==> src/rtl/pe_muldiv_pkg.sv <==
// -----------------------------------------------------------------------------
// pe_muldiv_pkg
// Shared definitions for the execute-stage multiply/divide unit:
//   - op encodings (op[0] = unsigned, op[1] = divide / subtract, op[2] = accumulate)
//   - FSM state encoding
//   - MUL_STAGES_MAX, upper bound of the multiplier pipeline depth
// Optional feature macro: MULDIV_ACC_EN (adds the ACC state for madd/msub).
// -----------------------------------------------------------------------------
package pe_muldiv_pkg;

    localparam int MUL_STAGES_MAX = 4;

    typedef enum logic [2:0] {
        OP_MULT  = 3'b000,
        OP_MULTU = 3'b001,
        OP_DIV   = 3'b010,
        OP_DIVU  = 3'b011,
        OP_MADD  = 3'b100,
        OP_MADDU = 3'b101,
        OP_MSUB  = 3'b110,
        OP_MSUBU = 3'b111
    } op_e;

    typedef enum logic [2:0] {
        ST_IDLE     = 3'd0,
        ST_MUL      = 3'd1,
`ifdef MULDIV_ACC_EN
        ST_ACC      = 3'd2,
`endif
        ST_DIV_PREP = 3'd3,
        ST_DIV_ITER = 3'd4,
        ST_DIV_FIX  = 3'd5,
        ST_DONE     = 3'd6
    } state_e;

endpackage

==> src/rtl/muldiv_divider.sv <==
// -----------------------------------------------------------------------------
// muldiv_divider
// Unsigned restoring radix-2 divider, one quotient bit per clock.
// The first iteration is performed on the i_start edge itself, so the result
// is valid (o_done=1) XLEN cycles after i_start. o_done stays high until the
// next i_start or i_abort. Requires XLEN >= 2.
// Ports:
//   clk, reset       clock, asynchronous active-high reset
//   i_start          load operands and run the first iteration
//   i_abort          stop and discard the current division
//   i_dividend       unsigned dividend
//   i_divisor        unsigned divisor (non-zero; zero is handled by the caller)
//   o_quotient       quotient, valid while o_done
//   o_remainder      remainder, valid while o_done
//   o_done           result valid
// -----------------------------------------------------------------------------
module muldiv_divider #(
    parameter int XLEN = 32
) (
    input  logic            clk,
    input  logic            reset,
    input  logic            i_start,
    input  logic            i_abort,
    input  logic [XLEN-1:0] i_dividend,
    input  logic [XLEN-1:0] i_divisor,
    output logic [XLEN-1:0] o_quotient,
    output logic [XLEN-1:0] o_remainder,
    output logic            o_done
);

    localparam int CNT_W = $clog2(XLEN) + 1;

    logic [XLEN-1:0]  r_rem;
    logic [XLEN-1:0]  r_quo;
    logic [XLEN-1:0]  r_div;
    logic [CNT_W-1:0] r_cnt;
    logic             r_busy;
    logic             r_done;

    // One restoring step, fed either by fresh operands (start) or by the
    // running partial results.
    logic [XLEN-1:0] w_src_rem;
    logic [XLEN-1:0] w_src_quo;
    logic [XLEN-1:0] w_src_div;
    logic [XLEN:0]   w_trial;
    logic [XLEN:0]   w_diff;
    logic            w_ge;
    logic [XLEN-1:0] w_rem_next;
    logic [XLEN-1:0] w_quo_next;

    assign w_src_rem  = i_start ? '0         : r_rem;
    assign w_src_quo  = i_start ? i_dividend : r_quo;
    assign w_src_div  = i_start ? i_divisor  : r_div;
    assign w_trial    = {w_src_rem, w_src_quo[XLEN-1]};
    assign w_diff     = w_trial - {1'b0, w_src_div};
    // Partial remainder is always below the divisor, so the difference fits
    // in XLEN+1 bits and its MSB is a clean borrow flag.
    assign w_ge       = ~w_diff[XLEN];
    assign w_rem_next = w_ge ? w_diff[XLEN-1:0] : w_trial[XLEN-1:0];
    assign w_quo_next = {w_src_quo[XLEN-2:0], w_ge};

    // NOTE: sequential state is written with non-blocking assignments only, so
    // every register samples the pre-edge value of every other register.
    always_ff @(posedge clk or posedge reset) begin
        if (reset) begin
            r_rem  <= '0;
            r_quo  <= '0;
            r_div  <= '0;
            r_cnt  <= '0;
            r_busy <= 1'b0;
            r_done <= 1'b0;
        end else if (i_abort) begin
            r_busy <= 1'b0;
            r_done <= 1'b0;
            r_cnt  <= '0;
        end else if (i_start) begin
            r_rem  <= w_rem_next;
            r_quo  <= w_quo_next;
            r_div  <= i_divisor;
            r_cnt  <= CNT_W'(XLEN - 1);
            r_busy <= 1'b1;
            r_done <= 1'b0;
        end else if (r_busy) begin
            r_rem <= w_rem_next;
            r_quo <= w_quo_next;
            r_cnt <= r_cnt - 1'b1;
            if (r_cnt == CNT_W'(1)) begin
                r_busy <= 1'b0;
                r_done <= 1'b1;
            end
        end
    end

    assign o_quotient  = r_quo;
    assign o_remainder = r_rem;
    assign o_done      = r_done;

endmodule

==> src/rtl/ex_muldiv.sv <==
// -----------------------------------------------------------------------------
// ex_muldiv
// Multi-cycle multiply/divide unit for the execute stage. One HI/LO-producing
// operation at a time; result returned as {HI,LO} with a done/hold handshake.
// Optional feature macro: MULDIV_ACC_EN
//   defined   : madd/maddu/msub/msubu accumulate into hi_lo_in (ACC state)
//   undefined : ops 1xx complete in one cycle returning hi_lo_in unchanged
// Parameters:
//   XLEN        operand width (>= 2)
//   MUL_STAGES  multiplier latency in cycles (1..MUL_STAGES_MAX)
// Ports:
//   clk, reset           clock, asynchronous active-high reset
//   start                launch request (only honoured in IDLE)
//   op                   operation code (see pe_muldiv_pkg::op_e)
//   opreat_A, opreat_B   rs / rt operands
//   hi_lo_in             current {HI,LO}, captured at start
//   is_busbusy           downstream hold, keeps the result presented
//   flush                abort current operation, no result
//   busy                 unit not idle
//   opreat_over          result valid
//   hi_value, lo_value   result
// -----------------------------------------------------------------------------
module ex_muldiv
    import pe_muldiv_pkg::*;
#(
    parameter int XLEN       = 32,
    parameter int MUL_STAGES = 2
) (
    input  logic              clk,
    input  logic              reset,
    input  logic              start,
    input  logic [2:0]        op,
    input  logic [XLEN-1:0]   opreat_A,
    input  logic [XLEN-1:0]   opreat_B,
    input  logic [2*XLEN-1:0] hi_lo_in,
    input  logic              is_busbusy,
    input  logic              flush,
    output logic              busy,
    output logic              opreat_over,
    output logic [XLEN-1:0]   hi_value,
    output logic [XLEN-1:0]   lo_value
);

    localparam int MCNT_W = $clog2(MUL_STAGES_MAX) + 1;

    state_e r_state;
    state_e w_next_state;

    logic                r_unsigned;
    logic [XLEN-1:0]     r_a;
    logic [XLEN-1:0]     r_b;
    logic [2*XLEN-1:0]   r_result;
    logic [MCNT_W-1:0]   r_mul_cnt;
    logic                r_q_neg;
    logic                r_r_neg;
    logic [2*XLEN-1:0]   r_mul_pipe [MUL_STAGES];
`ifdef MULDIV_ACC_EN
    logic                r_acc;
    logic                r_sub;
    logic [2*XLEN-1:0]   r_hilo_in;
`endif

    logic                w_accept;
    logic                w_mul_last;
    logic [2*XLEN-1:0]   w_mul_a;
    logic [2*XLEN-1:0]   w_mul_b;
    logic [2*XLEN-1:0]   w_product;
    logic                w_a_neg;
    logic                w_b_neg;
    logic [XLEN-1:0]     w_abs_a;
    logic [XLEN-1:0]     w_abs_b;
    logic                w_div_by_zero;
    logic                w_div_start;
    logic [XLEN-1:0]     w_quo;
    logic [XLEN-1:0]     w_rem;
    logic                w_div_done;
    logic [XLEN-1:0]     w_quo_fix;
    logic [XLEN-1:0]     w_rem_fix;

    assign w_accept   = (r_state == ST_IDLE) && start && !flush;
    assign w_mul_last = (r_mul_cnt == MCNT_W'(MUL_STAGES - 1));

    // ------------------------------------------------------------------
    // Multiplier: operands are extended to 2*XLEN (sign or zero per op[0])
    // so the truncated product is the exact two's-complement result. The
    // product of the launching operands enters the pipe on the start edge;
    // the trailing registers give the synthesis tool room to retime it.
    // ------------------------------------------------------------------
    assign w_mul_a   = {{XLEN{~op[0] & opreat_A[XLEN-1]}}, opreat_A};
    assign w_mul_b   = {{XLEN{~op[0] & opreat_B[XLEN-1]}}, opreat_B};
    assign w_product = w_mul_a * w_mul_b;

    // NOTE: the pipeline holds pure datapath values qualified by the FSM, so it
    // carries no reset; only control state and visible outputs are reset.
    always_ff @(posedge clk) begin
        if (w_accept) begin
            r_mul_pipe[0] <= w_product;
        end
        for (int i = 1; i < MUL_STAGES; i++) begin
            r_mul_pipe[i] <= r_mul_pipe[i-1];
        end
    end

    // ------------------------------------------------------------------
    // Divider sign handling: divide magnitudes, then restore signs.
    // |MIN| wraps to MIN, which is the correct unsigned magnitude 2^(XLEN-1).
    // ------------------------------------------------------------------
    assign w_a_neg       = ~r_unsigned & r_a[XLEN-1];
    assign w_b_neg       = ~r_unsigned & r_b[XLEN-1];
    assign w_abs_a       = w_a_neg ? -r_a : r_a;
    assign w_abs_b       = w_b_neg ? -r_b : r_b;
    assign w_div_by_zero = (r_b == '0);
    assign w_div_start   = (r_state == ST_DIV_PREP) && !flush && !w_div_by_zero;
    assign w_quo_fix     = r_q_neg ? -w_quo : w_quo;
    assign w_rem_fix     = r_r_neg ? -w_rem : w_rem;

    muldiv_divider #(
        .XLEN (XLEN)
    ) u_divider (
        .clk         (clk),
        .reset       (reset),
        .i_start     (w_div_start),
        .i_abort     (flush),
        .i_dividend  (w_abs_a),
        .i_divisor   (w_abs_b),
        .o_quotient  (w_quo),
        .o_remainder (w_rem),
        .o_done      (w_div_done)
    );

    // ------------------------------------------------------------------
    // FSM
    // ------------------------------------------------------------------
    always_ff @(posedge clk or posedge reset) begin
        if (reset) begin
            r_state <= ST_IDLE;
        end else begin
            r_state <= w_next_state;
        end
    end

    // NOTE: every output of this block is given a default first, so no path
    // leaves a value unassigned and no latch is inferred.
    always_comb begin
        w_next_state = r_state;
        busy         = (r_state != ST_IDLE);
        opreat_over  = (r_state == ST_DONE);
        if (flush) begin
            w_next_state = ST_IDLE;
        end else begin
            case (r_state)
                ST_IDLE: begin
                    if (start) begin
                        if (op[2]) begin
`ifdef MULDIV_ACC_EN
                            w_next_state = ST_MUL;
`else
                            w_next_state = ST_DONE;
`endif
                        end else if (op[1]) begin
                            w_next_state = ST_DIV_PREP;
                        end else begin
                            w_next_state = ST_MUL;
                        end
                    end
                end
                ST_MUL: begin
                    if (w_mul_last) begin
`ifdef MULDIV_ACC_EN
                        w_next_state = r_acc ? ST_ACC : ST_DONE;
`else
                        w_next_state = ST_DONE;
`endif
                    end
                end
`ifdef MULDIV_ACC_EN
                ST_ACC:      w_next_state = ST_DONE;
`endif
                ST_DIV_PREP: w_next_state = w_div_by_zero ? ST_DONE : ST_DIV_ITER;
                ST_DIV_ITER: if (w_div_done) w_next_state = ST_DIV_FIX;
                ST_DIV_FIX:  w_next_state = ST_DONE;
                ST_DONE:     if (!is_busbusy) w_next_state = ST_IDLE;
                default:     w_next_state = ST_IDLE;
            endcase
        end
    end

    // ------------------------------------------------------------------
    // Operand capture and result register. r_result only changes on the
    // way into DONE, so the outputs stay stable for the whole DONE hold.
    // ------------------------------------------------------------------
    always_ff @(posedge clk or posedge reset) begin
        if (reset) begin
            r_unsigned <= 1'b0;
            r_a        <= '0;
            r_b        <= '0;
            r_result   <= '0;
            r_mul_cnt  <= '0;
            r_q_neg    <= 1'b0;
            r_r_neg    <= 1'b0;
`ifdef MULDIV_ACC_EN
            r_acc      <= 1'b0;
            r_sub      <= 1'b0;
            r_hilo_in  <= '0;
`endif
        end else if (!flush) begin
            case (r_state)
                ST_IDLE: begin
                    if (start) begin
                        r_unsigned <= op[0];
                        r_a        <= opreat_A;
                        r_b        <= opreat_B;
                        r_mul_cnt  <= '0;
`ifdef MULDIV_ACC_EN
                        r_acc      <= op[2];
                        r_sub      <= op[1];
                        r_hilo_in  <= hi_lo_in;
`else
                        if (op[2]) begin
                            r_result <= hi_lo_in;
                        end
`endif
                    end
                end
                ST_MUL: begin
                    r_mul_cnt <= r_mul_cnt + 1'b1;
                    if (w_mul_last) begin
                        r_result <= r_mul_pipe[MUL_STAGES-1];
                    end
                end
`ifdef MULDIV_ACC_EN
                ST_ACC: begin
                    r_result <= r_sub ? (r_hilo_in - r_result) : (r_hilo_in + r_result);
                end
`endif
                ST_DIV_PREP: begin
                    r_q_neg <= w_a_neg ^ w_b_neg;
                    r_r_neg <= w_a_neg;
                    if (w_div_by_zero) begin
                        r_result <= {r_a, {XLEN{1'b1}}};
                    end
                end
                ST_DIV_FIX: begin
                    r_result <= {w_rem_fix, w_quo_fix};
                end
                default: ;
            endcase
        end
    end

    assign hi_value = r_result[2*XLEN-1:XLEN];
    assign lo_value = r_result[XLEN-1:0];

endmodule

==> config.mk <==
export PLATFORM = sky130hd
export DESIGN_NAME = ex_muldiv
export DESIGN_NICKNAME = d
export VERILOG_FILES = /design/src/rtl/pe_muldiv_pkg.sv /design/src/rtl/muldiv_divider.sv /design/src/rtl/ex_muldiv.sv
export SDC_FILE = /design/constraint.sdc
export NUM_CORES = 2
export LEC_CHECK = 0
export ABC_AREA = 0
export BUFFER_PORTS_ARGS = -buffer_cell sky130_fd_sc_hd__buf_2
export CORE_ASPECT_RATIO = 1.25
export CORE_MARGIN = 2
export CORE_UTILIZATION = 55
export DETAILED_ROUTE_END_ITERATION = 8
export PLACE_DENSITY = 0.69
export SYNTH_ARGS = -nofsm -noshare
export SYNTH_HDL_FRONTEND = slang
export SYNTH_SLANG_ARGS = --single-unit
export TNS_END_PERCENT = 20
==> constraint.sdc <==
create_clock -name clk -period 14.1 [get_ports clk]
set_clock_uncertainty 0.2 [all_clocks]
set_input_delay 1.41 -clock clk [delete_from_list [all_inputs] [get_ports clk]]
set_output_delay 1.41 -clock clk [all_outputs]
set_load 0.02 [all_outputs]
# After elaboration in Yosys (flattened, before gate mapping)
# Memories as Yosys holds them, arrays and structs flattened.
# Cells that the tools add are included.
# totals
n_memories	1
elab_cells	109
inputBits	136
out_inout_bits	66
mem_bits_ro	0
latchBits	0
ram_bits	128
regBits	241
# mem_list
name	words	width	rd	rd_clocked_by_memory_dff	wr	line_no	source
r_mul_pipe	2	64	2	0	2	ex_muldiv.sv:56	logic [2*XLEN-1:0] r_mul_pipe [MUL_STAGES];
# op_classes
muxes	41
n_bitwise	9
n_eq_ne	15
add_sub_neg	7
shifts	0
magnitude_cmp	0
div	0
n_reduce_logical	21
multipliers	1
# op_table
cell	count
32-bit 2-to-1 mux	12
64-bit 2-to-1 mux	4
64-bit one-hot mux with 4 select lines	1
32-bit negation	4
33-bit by 33-bit multiplier with 64-bit output	1
33-bit by 32-bit subtractor with 33-bit output	1
32-bit zero test	1
3-bit 2-to-1 mux	7
6-bit 2-to-1 mux	3
3-bit one-hot mux with 6 select lines	1
1-bit 2-to-1 mux	10
3-bit equality test, second input constant	3
3-bit != test, second input constant	3
3-bit nonzero test	3
2-bit != test, second input constant	4
3-bit by 1-bit equality test with 1-bit output, second input constant	2
6-bit by 1-bit equality test with 1-bit output, second input constant	1
3-bit one-hot mux with 2 select lines	1
2-bit AND reduction	3
3-bit AND reduction	2
6-bit AND reduction	1
6-bit by 1-bit subtractor with 6-bit output, second input constant	1
1-bit AND	4
1-bit logical AND	4
other kinds (11)	17

# Depth between registers and ports, before layout
# logic_depth
ltp_word	8
ltp_mapped	30
mapped_depth_nobuf	28

# Modules after synthesis
# Synthesis repeated with hierarchy kept, for this count alone.
# hier_totals
hier_cells	6224
hier_area_um2	57108.5
# by_module_without_submodules
mod	area_each_um2	seq_area_each_um2	cells_each	n_inst
ex_muldiv	50268.2	6631.4	5490	1
muldiv_divider	6840.3	2602.5	734	1

# Worst setup path before layout
# No wires, ideal clock.
# synth_timing
path_type	input -> register
from	in opreat_A[31]
to	mem r_mul_pipe[0][61] in the netlist's numbering, data pin
setup_slack_ns	4.728
required_time_ns	13.633
path_buffers	2
path_stages	28
setup_ns	0.267
arrival_time_ns	8.905
path_cell_list	nor2b_1 clkbuf_1 nand2_1 inv_1 fa_1 fa_1 fa_1 inv_1 fa_1 inv_1 fa_1 fa_1 fa_1 inv_1 fa_1 inv_1 ha_1 clkbuf_1 a21o_1 o21bai_1 a311oi_1 o211ai_1 a211o_1 o31ai_1 o22ai_1 a31oi_1 mux2i_1 o211ai_1
# synth_lines
element	line_no	source
start, declared	ex_muldiv.sv:33	input logic [XLEN-1:0] opreat_A,
end, declared	ex_muldiv.sv:56	

==> metrics.md <==
| Metric | Value |
|---|---|
| Pre-CTS setup slack | about 3.4 ns |
| Cells on Worst Hold Path | 0 |
| DPL Wire Length | roughly 130 mm |
| Setup TNS | 0 ns |
| Grt ovf | 0 |
| Worst stage delay on the critical path | between 0.6 and 0.7 ns |
| Layout cells sized above 1 | 6.183% |
| Top cells by count, synth | inv_1 (1179), fa_1 (1126), nand2_1 (1126), and2_1 (407), clkbuf_1 (317) |
| Critical path class | in2reg |
| WHS Endpoint | r_mul_pipe[0][79] |
| Antenna violations before repair | 6 |
| GRT Resource Usage Total | approximately 34% |
| Required @ worst endpoint | 14.23 ns |
| CTS hold repair buffers | 0 |
| Worst r2r dst | u_divider.o_remainder[6] |
| Vias in the first global route | about 47000 |
| Final worst path period need | 10.14 ns |
| Iteration count of the initial detailed-routing pass | 6 |
| Routed length per placed instance | 23.07 µm |
| Core area | 102000 µm² |
| DR vias/cell | between 5 and 6 |
| Max Fanout on Critical Path | 34 |
| Min-delay worst type | reg2reg |
| Total vias in the final route | 44270 |
| Row cnt | 131 |
| GP Congestion | 0.9935 |
| Post-synthesis register bit count | about 370 |
| Synth unique cells | 84 |
| Fin area | about 60000 µm² |
| Critical Path AT | 10.27 ns |
| CTS Sinks | approximately 370 |
| Share of flip-flops with an asynchronous set or reset | 65.31% |
| Post_cts resized | 0 |
| Syn Area/Cell | 9.043 µm² |
| Dpl cell area | 58380 µm² |
| Final #Nets | around 7700 |
| CTS root buf | clkbuf_16 |
| Most common cell in the synthesized netlist | inv_1 |
| Pins Over Slew Limit | 0 |
| Ys flop type | dfrtp_1 |
| Clk slew on worst S/H paths | roughly 0.06 ns |
| Synth Cell Area | 56520 µm² |
| Syn. warnings | 0 |
| P&R area growth vs syn | 5.754% |
| DRC viols | 0 |
| R2R Setup Slk | 6.46 ns |
| Die area | 105400 µm² |
| Sequential area share after synthesis | 16.34% |
| Setup WS post-layout | between 3 and 4 ns |
| Most used cell, CP | fa_1 |
| Initial Utilization | around 55% |
| IO Pins | 202 |
| Cell count after synthesis | 6250 |
| Detailed Route Iter0 Violations | 3228 |
| Reg2Reg Depth | 23 |
| Crit-path slowest cell | fa_1 |
| Worst slew margin | between 10% and 20% |
| Setup crit start kind | input port |
| Fin. Hold Viols | 0 |
| Port bufs | about 200 |
| Max Freq | 98.66 MHz |
| Fin crit share | 71.88% |
| Post-CTS Setup Bufs | 0 |
| Largest net degree at the start of global routing | 108 |
| Ranking of synthesized cells by area | fa_1 (40%), dfrtp_1 (11%), inv_1 (7.8%) |
| H-tree depth | 2 |
| Slew at the pin closest to its max-slew limit | 1.260 ns |
| Setup violations, final | 0 |
| Total CTS buffers | 38 |
| Routed wire length | approximately 170 mm |
| Layout fillers | 9016 |
| Maximum clock insertion buffer count | 3 |
| Unrepaired setup endpoints after global routing | no |
| Die Width | 290.7 µm |
| Reg2reg start | r_b[0] |
| Hold_ws | 0.1383 ns |
| EDFF count, synth | 64 |
| Outcome | finished clean |
| First-pass GRT wire length | 270.2 mm |
| Crit path capture type | flop |
| Dominant cell type by area after synthesis | fa_1 |
| Die height | about 360 µm |
| MaxCap Viol Count | 0 |
| CTS tree | done |
| Share of the synthesized area in the top cell type | 39.88% |
| Worst-Skew Late Latency | 0.59 ns |
| Detail Route Antenna Nets | 0 |
| Syn nets | ~7800 |
| Hold Crit Start | r_mul_pipe[0][15] |
==> placed cells by master, fill, tap and decap left out, types with 24 or more instances in the layout <==
cell type and instances:
buf_2 201, dfrtp_1 240, edfxtp_1 64, fa_1 1126, xor2_1 103, clkbuf_16 38, a21oi_1 203, nand3_1 24
xnor2_1 116, o22ai_1 75, a21o_1 56, or3_1 24, o31ai_1 33, inv_1 1178, ha_1 252, nor2_1 255
o21ai_0 172, and2_1 407, dfxtp_1 64, a31oi_1 44, nand2_1 1125, nor3_1 39, buf_4 69
==> stage by stage <==
stage,std cells,utilization [%]
2_1_floorplan,6250,-
3_3_place_gp,7503,57.27
3_5_place_dp,7503,57.27
4_1_cts,7573,58.61
5_1_grt,7575,58.62
6_report,7578,58.63
==> state kept, by name, indices dropped and copies added (netlist names), 6 cells and up <==
name / count
r_result: 64
u_divider.r_div: 32
u_divider.o_quotient: 32
r_mul_pipe: 128
u_divider.o_remainder: 32
u_divider.r_cnt: 6
r_a: 32
r_b: 32
==> cell type report <==
class                           count  area (µm²)  share of cell area (%)
Inverter                         1180        4439                   7.427
Multi-Input combinational cell   4354       41520                   69.47
Antenna cell                        5       12.51                 0.02093
Clock inverter                     19       331.6                  0.5548
Sequential cell                   369        9238                   15.46
Tap cell                         1330        1664                   2.784
Clock buffer                       51        1040                   1.740
Timing Repair Buffer              270        1524                   2.550
==> worst max path at each step <==
| stage | start | end | slack (ns) | depth (start not counted) |
|---|---|---|---|---|
| 4_1_cts | opreat_A[31] | r_mul_pipe[0][61] | 4.02 | 29 |
| 3_5_place_dp | opreat_A[31] | r_mul_pipe[0][61] | 3.40 | 29 |
| 5_1_grt | opreat_A[31] | r_mul_pipe[0][61] | 3.50 | 29 |
| 2_1_floorplan | opreat_A[31] | r_mul_pipe[0][61] | 4.73 | 28 |
| 6_report | opreat_A[31] | r_mul_pipe[0][61] | 3.96 | 29 |
| 3_3_place_gp | opreat_A[31] | r_mul_pipe[0][61] | 3.57 | 29 |
==> per-layer routing <==
layer	GRT usage (%)	up-vias	wire [µm]
met2	56.83	2241	84690
li1	-	18910	-
met4	21.70	6	12980
met5	0	-	34
met1	40.76	22410	62670
met3	5.061	702	14430
==> worst max-delay path: cells and delay by family <==
kind                       cells  cell delay [ns]
adders and majority gates      9             4.39
and+or+nand+nor                2             0.35
muxes                          1             0.22
AOI/OAI and AO/OA              9             2.29
buffers and inverters          8             1.52
==> cell families (layout without fill, tap and decap cells) <==
family,count (synthesis),count (layout),share of synthesized area [%]
and+or+nand+nor,2001,2001,16.08
AOI/OAI and AO/OA,747,747,8.271
adders and majority gates,1378,1378,45.46
muxes,9,9,0.1660
DFF,369,369,16.34
xor gates and xnor gates,219,219,3.394
other,0,5,0
buffers and inverters,1527,1520,10.29
Power is not shown: default switching activity piles up to over one toggle a cycle in this logic, so the estimate is an artifact.
